**src/rtl/imem_pkg.sv**
```systemverilog
// Shared types, constants and the address check for the instruction-memory port arbiter.
package imem_pkg;

  typedef enum logic {PORT_F = 1'b0, PORT_D = 1'b1} port_e;

  localparam logic ST_IDLE = 1'b0;
  localparam logic ST_RESP = 1'b1;

  // Returned on error responses: "j Normal".
  localparam logic [31:0] IMEM_DEFAULT_INSTR = 32'h0800_0003;

  // Word-aligned and inside the 2**addr_w word store.
  function automatic logic addr_ok(input logic [31:0] addr, input int unsigned addr_w);
    logic [31:0] hi_mask;
    hi_mask = ~((32'd1 << (addr_w + 2)) - 32'd1);
    return (addr[1:0] == 2'b00) && ((addr & hi_mask) == 32'd0);
  endfunction

endpackage

```
**src/rtl/imem_grant_sel.sv**
```systemverilog
// Fetch-priority grant with a starvation counter that eventually forces the debug port in.
module imem_grant_sel
  import imem_pkg::*;
#(
  parameter int unsigned STARVE_LIMIT = 4
) (
  input  logic clk,
  input  logic reset,
  input  logic f_valid,
  input  logic f_elig,
  input  logic d_valid,
  input  logic d_elig,
  output logic gnt_f,
  output logic gnt_d
);

  localparam int unsigned CntW = $clog2(STARVE_LIMIT + 1);

  logic [CntW-1:0] cnt_q, cnt_d;
  logic            f_cand, d_cand, starved;

  assign f_cand  = f_valid & f_elig;
  assign d_cand  = d_valid & d_elig;
  assign starved = (cnt_q == CntW'(STARVE_LIMIT));

  assign gnt_d = d_cand & (~f_cand | starved);
  // F holds the grant whenever D does not take it, so an idle F sees ready early.
  assign gnt_f = f_elig & ~gnt_d;

  always_comb begin
    cnt_d = cnt_q;
    if (!d_cand || gnt_d) begin
      cnt_d = '0;
    end else if (f_cand) begin
      cnt_d = cnt_q + 1'b1;
    end
  end

  always_ff @(posedge clk or negedge reset) begin
    if (!reset) begin
      cnt_q <= '0;
    end else begin
      cnt_q <= cnt_d;
    end
  end

endmodule

```
**src/rtl/imem_port_arbiter.sv**
```systemverilog
// Shares one instruction-store port between the fetch stage (F) and the debug/loader port (D).
module imem_port_arbiter
  import imem_pkg::*;
#(
  parameter int unsigned ADDR_W        = 5,
  parameter int unsigned STARVE_LIMIT  = 4,
  parameter logic [31:0] DEFAULT_INSTR = IMEM_DEFAULT_INSTR
) (
  input  logic              clk,
  input  logic              reset,
  input  logic              f_req_valid,
  output logic              f_req_ready,
  input  logic [31:0]       f_req_addr,
  output logic              f_rsp_valid,
  input  logic              f_rsp_ready,
  output logic [31:0]       f_rsp_data,
  output logic              f_rsp_err,
  input  logic              d_req_valid,
  output logic              d_req_ready,
  input  logic [31:0]       d_req_addr,
  input  logic              d_req_wen,
  input  logic [31:0]       d_req_wdata,
  output logic              d_rsp_valid,
  input  logic              d_rsp_ready,
  output logic [31:0]       d_rsp_data,
  output logic              d_rsp_err,
  output logic [ADDR_W-1:0] mem_addr,
  output logic              mem_wen,
  output logic [31:0]       mem_wdata,
  input  logic [31:0]       mem_rdata
);

  logic        f_st_q, f_st_d, d_st_q, d_st_d;
  logic [31:0] f_data_q, f_data_d, d_data_q, d_data_d;
  logic        f_err_q, f_err_d, d_err_q, d_err_d;
  logic        gnt_f, gnt_d, f_acc, d_acc, f_ok, d_ok;

  imem_grant_sel #(
    .STARVE_LIMIT (STARVE_LIMIT)
  ) u_grant_sel (
    .clk     (clk),
    .reset   (reset),
    .f_valid (f_req_valid),
    .f_elig  (f_st_q == ST_IDLE),
    .d_valid (d_req_valid),
    .d_elig  (d_st_q == ST_IDLE),
    .gnt_f   (gnt_f),
    .gnt_d   (gnt_d)
  );

  // No request is accepted while reset is held.
  assign f_req_ready = reset & gnt_f;
  assign d_req_ready = reset & gnt_d;
  assign f_acc       = f_req_valid & f_req_ready;
  assign d_acc       = d_req_valid & d_req_ready;
  assign f_ok        = addr_ok(f_req_addr, ADDR_W);
  assign d_ok        = addr_ok(d_req_addr, ADDR_W);

  always_comb begin
    mem_addr  = '0;
    mem_wen   = 1'b0;
    mem_wdata = '0;
    if (d_acc && d_ok) begin
      mem_addr  = d_req_addr[ADDR_W+1:2];
      mem_wen   = d_req_wen;
      mem_wdata = d_req_wen ? d_req_wdata : '0;
    end else if (f_acc && f_ok) begin
      mem_addr = f_req_addr[ADDR_W+1:2];
    end
  end

  always_comb begin
    f_st_d   = f_st_q;
    f_data_d = f_data_q;
    f_err_d  = f_err_q;
    unique case (f_st_q)
      ST_IDLE: begin
        if (f_acc) begin
          f_st_d   = ST_RESP;
          f_err_d  = ~f_ok;
          f_data_d = f_ok ? mem_rdata : DEFAULT_INSTR;
        end
      end
      ST_RESP: begin
        if (f_rsp_ready) f_st_d = ST_IDLE;
      end
    endcase
  end

  always_comb begin
    d_st_d   = d_st_q;
    d_data_d = d_data_q;
    d_err_d  = d_err_q;
    unique case (d_st_q)
      ST_IDLE: begin
        if (d_acc) begin
          d_st_d   = ST_RESP;
          d_err_d  = ~d_ok;
          d_data_d = d_req_wen ? '0 : (d_ok ? mem_rdata : DEFAULT_INSTR);
        end
      end
      ST_RESP: begin
        if (d_rsp_ready) d_st_d = ST_IDLE;
      end
    endcase
  end

  always_ff @(posedge clk or negedge reset) begin
    if (!reset) begin
      f_st_q   <= ST_IDLE;
      f_data_q <= '0;
      f_err_q  <= 1'b0;
      d_st_q   <= ST_IDLE;
      d_data_q <= '0;
      d_err_q  <= 1'b0;
    end else begin
      f_st_q   <= f_st_d;
      f_data_q <= f_data_d;
      f_err_q  <= f_err_d;
      d_st_q   <= d_st_d;
      d_data_q <= d_data_d;
      d_err_q  <= d_err_d;
    end
  end

  assign f_rsp_valid = (f_st_q == ST_RESP);
  assign f_rsp_data  = f_data_q;
  assign f_rsp_err   = f_err_q;
  assign d_rsp_valid = (d_st_q == ST_RESP);
  assign d_rsp_data  = d_data_q;
  assign d_rsp_err   = d_err_q;

endmodule
```
**config.mk**
```make
export PLATFORM = sky130hd
export DESIGN_NAME = imem_port_arbiter
export DESIGN_NICKNAME = d
export VERILOG_FILES = /design/src/rtl/imem_pkg.sv /design/src/rtl/imem_grant_sel.sv /design/src/rtl/imem_port_arbiter.sv
export SDC_FILE = /design/constraint.sdc
export NUM_CORES = 1
export LEC_CHECK = 0
export CAP_MARGIN = 20
export CORE_ASPECT_RATIO = 1.4
export CORE_UTILIZATION = 34
export CTS_BUF_LIST = sky130_fd_sc_hd__clkbuf_16
export CTS_CLUSTER_DIAMETER = 100
export CTS_CLUSTER_SIZE = 8
export DETAILED_ROUTE_END_ITERATION = 12
export PLACE_DENSITY_LB_ADDON = 0.05
export SYNTH_ARGS = -nofsm -noshare
export SYNTH_HDL_FRONTEND = slang
export SYNTH_SLANG_ARGS = --single-unit
export TNS_END_PERCENT = 30
```
**constraint.sdc**
```tcl
create_clock -name clk -period 3.23 [get_ports clk]
set_clock_uncertainty 0.1 [all_clocks]
set_input_delay 0.969 -clock clk [delete_from_list [all_inputs] [get_ports clk]]
set_output_delay 0.969 -clock clk [all_outputs]
set_load 0.01 [all_outputs]
```
# After elaboration in Yosys (flattened, before gate mapping)
# Index checks and enable logic that the tools add are counted.
# W data, S select, Z words.
[word_totals] reg_bits=71 latchBits=0 mem_bits_rw=0 rom_bits=0 out_inout_bits=108 memories=0
[classes] add_sub_neg=1 mul=0 n_div=0 order_cmp=0 n_eq_ne=1 shift=0 n_mux=16 bitwise=15 n_reduce_logical=13
[ops] op="$mux W32" count=5
[ops] op="$logic_not A32 Y1" count=2
[ops] op="$mux W5" count=2
[ops] op="$and A1 B1 Y1" count=8
[ops] op="$mux W3" count=2
[ops] op="$not A1 Y1" count=6
[ops] op="$mux W1" count=5
[ops] op="$logic_and A1 B1 Y1" count=4
[ops] op="$logic_not A2 Y1" count=2
[ops] op="$pmux W1 S2" count=2
[ops] op="$reduce_and A2 Y1" count=2
[ops] op="$add A3 B1 Y3 const B" count=1
[ops] op="$eq A3 B3 Y1 const B" count=1
[ops] op="$reduce_bool A2 Y1" count=1
[ops] op="$logic_not A1 Y1" count=1
[ops] op="$logic_or A1 B1 Y1" count=1
[ops] op="$or A1 B1 Y1" count=1

# Logic depth before layout (Yosys ltp)
[logic_depth] word_depth=12 ltp_mapped=9 depth_no_buf=7

# Cells and area by module
# A second synthesis with hierarchy kept.
[unflattened] hier_cells=257 hier_area_um2=3088.0
[modules_own_cells] mod="imem_port_arbiter" n_inst=1 cells_each=239 area_per_inst_um2=2924.1 seq_area_each_um2=1701.6
[modules_own_cells] mod="imem_grant_sel" n_inst=1 cells_each=18 area_per_inst_um2=163.9 seq_area_each_um2=75.1

# Worst setup path after synthesis
# OpenSTA, ideal clock, no wires.
[synth_path] path_type="input -> output" start="input d_req_addr[7]" end="output mem_wen" arrival_time_ns=2.187 required_time_ns=2.161 setup_slack_ns=-0.026 stages=5 path_cell_list="nor4_2 nand4_2 or2_2 clkbuf_1 nor3_1"
[synth_via] elab_chain_len=4
[synth_lines] element="start: declaration" line_no="imem_port_arbiter.sv:20" source="input logic [31:0] d_req_addr,"
[synth_lines] element="$logic_not A32 Y1" line_no="imem_pkg.sv:16" source="return (addr[1:0] == 2'b00) && ((addr & hi_mask) == 32'd0);"
[synth_lines] element="$logic_and A1 B1 Y1" line_no="imem_pkg.sv:16"
[synth_lines] element="$logic_and A1 B1 Y1" line_no="imem_port_arbiter.sv:63" source="if (d_acc && d_ok) begin"
[synth_lines] element="$mux W1" line_no="imem_port_arbiter.sv:63"
[synth_lines] element="end: declaration" line_no="imem_port_arbiter.sv:28" source="output logic mem_wen,"
# Every way passes these cells.

# Worst setup path after layout
[layout_path] start="input d_req_addr[13]" end="output mem_wdata[2]"
[layout_via] elab_chain_len=4
[layout_lines] element="$logic_not A32 Y1" line_no="imem_pkg.sv:16"
[layout_lines] element="$logic_and A1 B1 Y1" line_no="imem_pkg.sv:16"
[layout_lines] element="$logic_and A1 B1 Y1" line_no="imem_port_arbiter.sv:63"
[layout_lines] element="$mux W32" line_no="imem_port_arbiter.sv:63"
[layout_lines] element="end: declaration" line_no="imem_port_arbiter.sv:29" source="output logic [31:0] mem_wdata,"
# Every way passes these cells.

==> results.cfg <==
[outcome]
status = finished, violations left
violations = setup timing

[global_routing]
grt_pass1_vias = 3437
antenna_found_initial = 2
grt_max_degree = 68
gr-total-overflow = 0
gr-usage-all-layers_pct = 24.3
grt_pass1_wl_um = 18100

[sta]
hold_viol = 0
drv_slew = 0
rsz0062_at_grt = yes
tightest_slew_ns = 0.833
holdWs_ns = 0.375
setup_tns_ns = -5.11
fmax_mhz = 293
setup_slack_ns = -0.187
finalCritPeriodShare_pct = 106
slew_headroom_pct = 44.5
period_minus_slack_ns = 3.42
setup_violations = 38

[critical_path]
slowest_delay_ns = 0.30
path_buf_inv = 4
crit_top_cell = buf_6
cp_top_family = simple AND/OR/NAND/NOR gates
cp-start-kind = input port
required_ns = 2.16
cp_slowest_cell = nor4_4
path_cells = buf_6 -> nor4_4 -> nand4_2 -> nor3_4 -> buf_6 -> buf_12 -> and3_4 -> buf_6
critPathKind = in2out
arrival_ns = 2.35
crit_fanout = 8
end_kind = output pin

[synthesis]
synth_area_um2 = 3170
netlist.area_leader.share_pct = 56.0
yosys-top-cells-count = 71 x dfrtp_1, 58 x a22o_1, 34 x and3_1
yosysUniqueCellTypes = 30
synth-edff-count = 0
synth_async_sr_flop_share_pct = 100
synth_ff_type = dfrtp_1
ys_warn_count = 0
synth_seq_area_share_pct = 56.0
synth_fp_nets = 402
yosysTopAreaCell = dfrtp_1
post-synth-top-count-cell = dfrtp_1
syn_inst = 265
yosys-top-cells-area = dfrtp_1 56%, a22o_1 16%, and3_1 6.7%, buf_6 2.8%, nor4_1 1.6%
ys_ff_latch = 71
syn_avg_cell_area_um2 = 12.0

[clock_network]
cts_root_buffer = clkbuf_16
htree_levels = 3
ctsHoldBuffers = 0
numCtsBuffers = 9
clock_sinks = 71
cts_buffer_depth = 2
clk_latency_ns = 0.33
cts_tree = built
clk_pin_slew_worst_paths_ns = 0.05

[detailed_routing]
drt-total-wl_um = 12100
drtPass1Iterations = 4
drc_errors = 0
viasPerCell = 5.14
wl_per_cell_um = 18.6
detail-route-antenna-nets = 0
drt_iter0_drc = 184
vias = 3342

[die]
core_area_um2 = 9030
placementRows = 41
initial_core_util_pct = 35.1
ioPinCount = 243
die_y_um = 116
dieArea_um2 = 9720
die_w_um = 83.6

[placed_design]
dp_hpwl_um = 8810
io_buffers = 242
gp_congestion = 0.780
post-place-ws_ns = -0.999

[min_path]
hp-class = reg2reg

[final_layout]
nets = 674
drive_above_1_share_pct = 29.2
syn_to_final_growth_pct = 97.2

[power_and_ir_drop]
power_density_nw_per_um2 = 333
leakagePower_uw = 0.00295
ir_drop_mv = 0.385
power.total_uw = 2080

[run]
maxCapViolCount = 0
-- state kept, by name (all words and copies together) (netlist names) --
register,flops
d_rsp_valid,1
u_grant_sel.cnt_q,3
f_rsp_valid,1
f_rsp_err,1
d_rsp_data,32
f_rsp_data,32
d_rsp_err,1
-- cells by family (layout without fill, tap and decap cells) --
logic type | Yosys count | count (layout) | synth area share [%]
multiplexers | 3 | 3 | 0.947
AND/OR/NAND/NOR | 82 | 82 | 16.4
buffers and inverters | 31 | 308 | 5.76
AO/OA/AOI/OAI | 75 | 75 | 19.8
XOR/XNOR | 1 | 1 | 0.276
flip-flops | 71 | 71 | 56.0
other | 0 | 1 | 0
adder cells (fa/ha/maj) | 2 | 2 | 0.789
-- report_power, final --
part / switching [uW] / internal (uW) / leakage, uW / total (uW)
sequential: 11.3 / 905 / 0.000957 / 916
clock: 345 / 506 / 0.000140 / 851
combinational: 130 / 183 / 0.00186 / 313
-- routing by layer --
metal	global-route usage [%]	vias to the layer above	part of all wire [%]
li1	-	1546	-
met4	8.25	0	1.7
met1	29.4	1607	38
met2	41.8	176	53
met5	0	-	0
met3	7.07	13	7.3
-- layout make-up --
| class | count | area [um2] |
|---|---|---|
| sequential | 71 | 1780 |
| fill | 703 | 2780 |
| clock buffer | 9 | 225 |
| timing repair buffer | 282 | 2640 |
| tap | 107 | 134 |
| antenna | 1 | 2.50 |
| clock inverter | 7 | 33.8 |
| inverter | 10 | 37.5 |
| multi-input combinational | 163 | 1410 |
-- stage by stage --
stage | util (%) | area [um2] | std cells
after floorplan | - | 3180 | 265
after global placement | 64.3 | 5810 | 616
after detailed placement | 64.3 | 5810 | 616
after CTS | 68.3 | 6160 | 651
after global routing | 69.2 | 6250 | 650
final | 69.2 | 6250 | 650
-- worst reg2reg max path, stage by stage, from the launching register on --
cell,delay (ns)
dfrtp_1,0.37
inv_1,0.06
ha_1,0.19
and2_2,0.25
o211ai_4,0.26
nor3_4,0.08
buf_6,0.14
buf_12,0.13
buf_4,0.13
buf_4,0.12
buf_4,0.13
a21oi_1,0.15
-- final timing paths --
kind                                      startpoint              endpoint  slack (ns)  depth (start not counted)
worst max-delay path                  d_req_addr[13]          mem_wdata[2]       -0.19                          8
worst min register to register  u_grant_sel.cnt_q[0]  u_grant_sel.cnt_q[0]        0.37                          1
min in group asynchronous                      reset           f_rsp_valid        0.49                          2
max in group asynchronous                      reset        d_rsp_data[27]        1.69                          2
worst min-delay path            u_grant_sel.cnt_q[0]  u_grant_sel.cnt_q[0]        0.37                          1
worst max register to register  u_grant_sel.cnt_q[0]         d_rsp_data[0]        1.04                         11
-- what timing repair did --
action                     4_1_cts  5_1_grt
setup endpoints to repair       40       73
cloned                           2        0
setup buffers                   17        2
resized for setup              312       43
pin swaps                       33       19
-- cell usage in the layout, fill, tap and decap left out, types with 3 or more instances in the layout --
master / instances
nor4_4: 3
a21oi_1: 6
nand2_1: 9
mux2i_1: 3
buf_4: 25
dlygate4sd2_1: 22
and3_4: 15
nor4_2: 9
buf_6: 33
nor2_1: 10
clkbuf_16: 9
o22ai_2: 3
dfrtp_1: 71
buf_2: 36
clkdlybuf4s15_1: 12
buf_12: 5
o21ai_0: 3
inv_1: 12
clkdlybuf4s50_1: 146
a22o_1: 58
and3_1: 19
Note: power is estimated with default switching activity, not from simulation.
